==> src/rtl/fifo_sync_202.sv <==
// Single-clock staging FIFO for 202-bit words with registered read data.
// Flags are decoded from the registered occupancy count.
module fifo_sync_202 #(
  parameter int unsigned DATA_WIDTH = 202,
  parameter int unsigned ADDR_WIDTH = 4
) (
  input  logic                  clk,
  input  logic                  rst,
  input  logic [DATA_WIDTH-1:0] din,
  input  logic                  wr_en,
  input  logic                  rd_en,
  output logic [DATA_WIDTH-1:0] dout,
  output logic                  full,
  output logic                  almost_full,
  output logic                  empty,
  output logic                  almost_empty,
  output logic                  valid
);

  localparam int unsigned DEPTH = 1 << ADDR_WIDTH;
  localparam int unsigned CNT_W = ADDR_WIDTH + 1;

  logic [DATA_WIDTH-1:0] mem [DEPTH];
  logic [ADDR_WIDTH-1:0] wp;
  logic [ADDR_WIDTH-1:0] rp;
  logic [CNT_W-1:0]      count;
  logic                  we;
  logic                  re;

  assign we = wr_en & ~full;
  assign re = rd_en & ~empty;

  assign full         = (count == CNT_W'(DEPTH));
  assign almost_full  = (count >= CNT_W'(DEPTH - 1));
  assign empty        = (count == CNT_W'(0));
  assign almost_empty = (count <= CNT_W'(1));

  // Storage is never cleared; reset only blocks a concurrent write.
  always_ff @(posedge clk) begin
    if (!rst && we) begin
      mem[wp] <= din;
    end
  end

  always_ff @(posedge clk) begin
    if (rst) begin
      wp <= '0;
      rp <= '0;
    end else begin
      if (we) wp <= wp + ADDR_WIDTH'(1);
      if (re) rp <= rp + ADDR_WIDTH'(1);
    end
  end

  always_ff @(posedge clk) begin
    if (rst) begin
      count <= '0;
    end else if (we && !re) begin
      count <= count + CNT_W'(1);
    end else if (re && !we) begin
      count <= count - CNT_W'(1);
    end
  end

  // dout holds its last value on edges without a read accept.
  always_ff @(posedge clk) begin
    if (rst) begin
      dout  <= '0;
      valid <= 1'b0;
    end else begin
      valid <= re;
      if (re) dout <= mem[rp];
    end
  end

endmodule

==> config.mk <==
export PLATFORM = sky130hd
export DESIGN_NAME = fifo_sync_202
export DESIGN_NICKNAME = d
export VERILOG_FILES = /design/src/rtl/fifo_sync_202.sv
export SDC_FILE = /design/constraint.sdc
export NUM_CORES = 2
export LEC_CHECK = 0
export CAP_MARGIN = 40
export CORE_MARGIN = 3
export CORE_UTILIZATION = 50
export DETAILED_ROUTE_END_ITERATION = 7
export MAX_ROUTING_LAYER = met4
export PLACE_DENSITY = 0.7
export SYNTH_ARGS = -nofsm -noshare
export SYNTH_HDL_FRONTEND = slang
export SYNTH_SLANG_ARGS = --single-unit
==> constraint.sdc <==
create_clock -name clk -period 10.3 [get_ports clk]
set_clock_uncertainty 0.2 [all_clocks]
set_input_delay 1.03 -clock clk [delete_from_list [all_inputs] [get_ports clk]]
set_output_delay 1.03 -clock clk [all_outputs]
set_load 0.005 [all_outputs]
==> impl_metrics.tcl <==
set metrics [dict create \
    status "completed" \
    peakVddDrop_v 0.000204 \
    cts_tree "done" \
    dr.pass1.iters 5 \
    clock_path_buffers 4 \
    worst_r2r_startpoint "count[0]" \
    clk_pin_slew_ns 0.07 \
    placed_area_mm2 0.138 \
    clock_sinks 3448 \
    grt_max_degree 153 \
    syn_area_mm2 0.129 \
    cp_top_family "buffers and inverters" \
    end_kind "register" \
    gr-total-overflow 0 \
    max_slew_margin 0.242 \
    track_usage 0.231 \
    grt_antenna_before_repair 74 \
    dr_total_vias 60200 \
    rsz0062_at_grt "no" \
    startpoint "count[0]" \
    worst-slew-pin-transition_ns 1.14 \
    finalHoldViolations 0 \
    hold_ws_ns 0.288 \
    synth_flop_cell "edfxtp_1" \
    holdPathStages 1 \
    cp_common_cell "buf_4" \
    crit_slowest_cell "buf_4" \
    drt-total-wl_um 295000 \
    core_mm2 0.255 \
    root_buffer "clkbuf_16" \
    ys_ff_latch 3448 \
    maxCapViolCount 0 \
    synthCells 5580 \
    post-synth-top-area-cell "edfxtp_1" \
    start_kind "register" \
    synth.net_count 5797 \
    synth_area_leaders "edfxtp_1 (75%), mux4_2 (13%), dfxtp_1 (3.4%)" \
    worstHoldStart "dout[135]" \
    grt_pass1_wl_um 436000 \
    p_per_area_mw_per_mm2 225 \
    setup_viol 0 \
    pin_count 413 \
    num_rows 185 \
    hpwl_um 153000 \
    die_area_mm2 0.264 \
    postRouteAntennaNets 0 \
    ys.warnings.count 0 \
    cp.arrival_ns 4.69 \
    seq_area_frac_synth 0.788 \
    critical_path.cell_chain "inv_1 -> ha_1 -> nand4bb_1 -> and2_1 -> nand2_1 -> nor2_4 -> buf_4 -> buf_4 -> buf_16" \
    holdBufCountCts 0 \
    finalMaxSlewViolations 0 \
    most-common-layout-cells "edfxtp_1 (3232), mux4_2 (757), clkdlybuf4s50_1 (411), clkbuf_16 (365), mux2i_1 (283)" \
    p_leak_nw 45.8 \
    drt_iter0_drc 6012 \
    synthArstFlopShare 0 \
    period_share 0.420 \
    ys_types 42 \
    layout_commonest_cell "edfxtp_1" \
    synthToLayoutAreaGrowth_pct 16.2 \
    hold_end "dout[135]" \
    fin_nets 6403 \
    clk_latency_ns 0.97 \
    cp_data_required_time_ns 10.67 \
    synth.top_cell.area_share 0.754 \
    fmax_mhz 231 \
    cts-buffers-inserted 359 \
    fin_area_mm2 0.150 \
    vias_per_cell 6.08 \
    detail_route.wl_per_cell_um 29.8 \
    hold_path_class "reg -> reg" \
    syn_area_per_cell_um2 23.1 \
    period_needed_ns 4.32 \
    r2r-end "mem[0][118]" \
    post-cts-setup-buffers 0 \
    synth_edf_count 3232 \
    start_util 0.505 \
    worstSetupPathType "reg -> reg" \
    cpPeakStageDelay_ns 0.75 \
    die_x_um 513 \
    port_buffers 412 \
    r2r_slack_ns 5.98 \
    cp_max_fo 46 \
    cp_num_buf_inv 4 \
    r2r_cells 9 \
    place.gp.congestion 0.763 \
    post-route-drc-count 0 \
    ctsResizeCount 0 \
    htreeDepth 5 \
    grt_pass1_vias 62700 \
    drive_gt1_frac 0.249 \
    die_h_um 513 \
]
==> power breakdown <==
part	internal (W)	switching, W
Sequential	0.0158	0.000426
Combinational	0.00250	0.00232
Clock	0.00749	0.00512
==> kinds of logic after synthesis <==
group                      count (synthesis)  synth area share
muxes                                   1220             0.170
AOI/OAI and AO/OA                        286            0.0196
adders and majority gates                 11           0.00107
xor gates and xnor gates                   9          0.000613
DFF                                     3448             0.788
buffers and inverters                    317            0.0114
and+or+nand+nor                          289           0.00945
==> worst register-to-register path: stages, from the launching register on <==
cell       delay, ns
dfxtp_1         0.45
inv_1           0.12
ha_1            0.23
nand4bb_1       0.20
and2_1          0.29
nand2_1         0.30
nor2_4          0.51
buf_4           0.75
buf_4           0.52
buf_16          0.28
==> cell usage after synthesis, drive strengths merged (11+ instances only) <==
| library cell | count |
|---|---|
| mux4 | 757 |
| edfxtp | 3232 |
| a211oi | 21 |
| dfxtp | 216 |
| mux2i | 283 |
| ha | 11 |
| nor3 | 16 |
| buf | 179 |
| mux2 | 180 |
| nor2 | 237 |
| clkbuf | 129 |
| a221o | 180 |
| a22oi | 14 |
| o22ai | 51 |
==> area by class of cell <==
type,instances,area [µm²]
tap,3366,4210
clock inverter,142,1450
inverter,9,38.8
multi-input combinational,1815,26000
sequential,3448,101000
antenna,62,155
clock buffer,501,10100
timing repair buffer,553,6230
fill,17800,106000
==> through the flow <==
step,worst slack (ns),TNS [ns],utilization,power [W],instances
4_1_cts,5.95,0,0.586,0.0340,9834
5_1_grt,5.73,0,0.586,0.0348,9891
6_report,5.98,0,0.586,0.0337,9896
3_3_place_gp,5.02,0,0.536,0.0212,9151
2_1_floorplan,-0.692,-2078.21,-,0.0194,5580
3_5_place_dp,5.41,0,0.540,0.0214,9191
==> routing by layer <==
layer  vias up  track usage  share of wire
met5         -            -              0
met4         0       0.0656          0.026
met3       493       0.0478          0.077
met2      2330        0.363           0.49
met1     32300        0.310           0.41
li1      25000            -              -
==> sequential cells by signal (all words and copies together) (netlist names) <==
signal  flops
mem      3232
dout      202
count       5
rp          4
wp          4
valid       1
==> how the worst max path moves through the flow <==
stage	slack [ns]	endpoint	cells after the start
final	5.98	mem[0][118]	9
after global routing	5.73	mem[0][118]	9
after CTS	5.95	mem[0][118]	9
after detailed placement	5.41	mem[9][140]	8
after global placement	5.02	mem[3][191]	5
after floorplan	-0.69	mem[13][0]	4
Power figures use the tool's default switching activity.
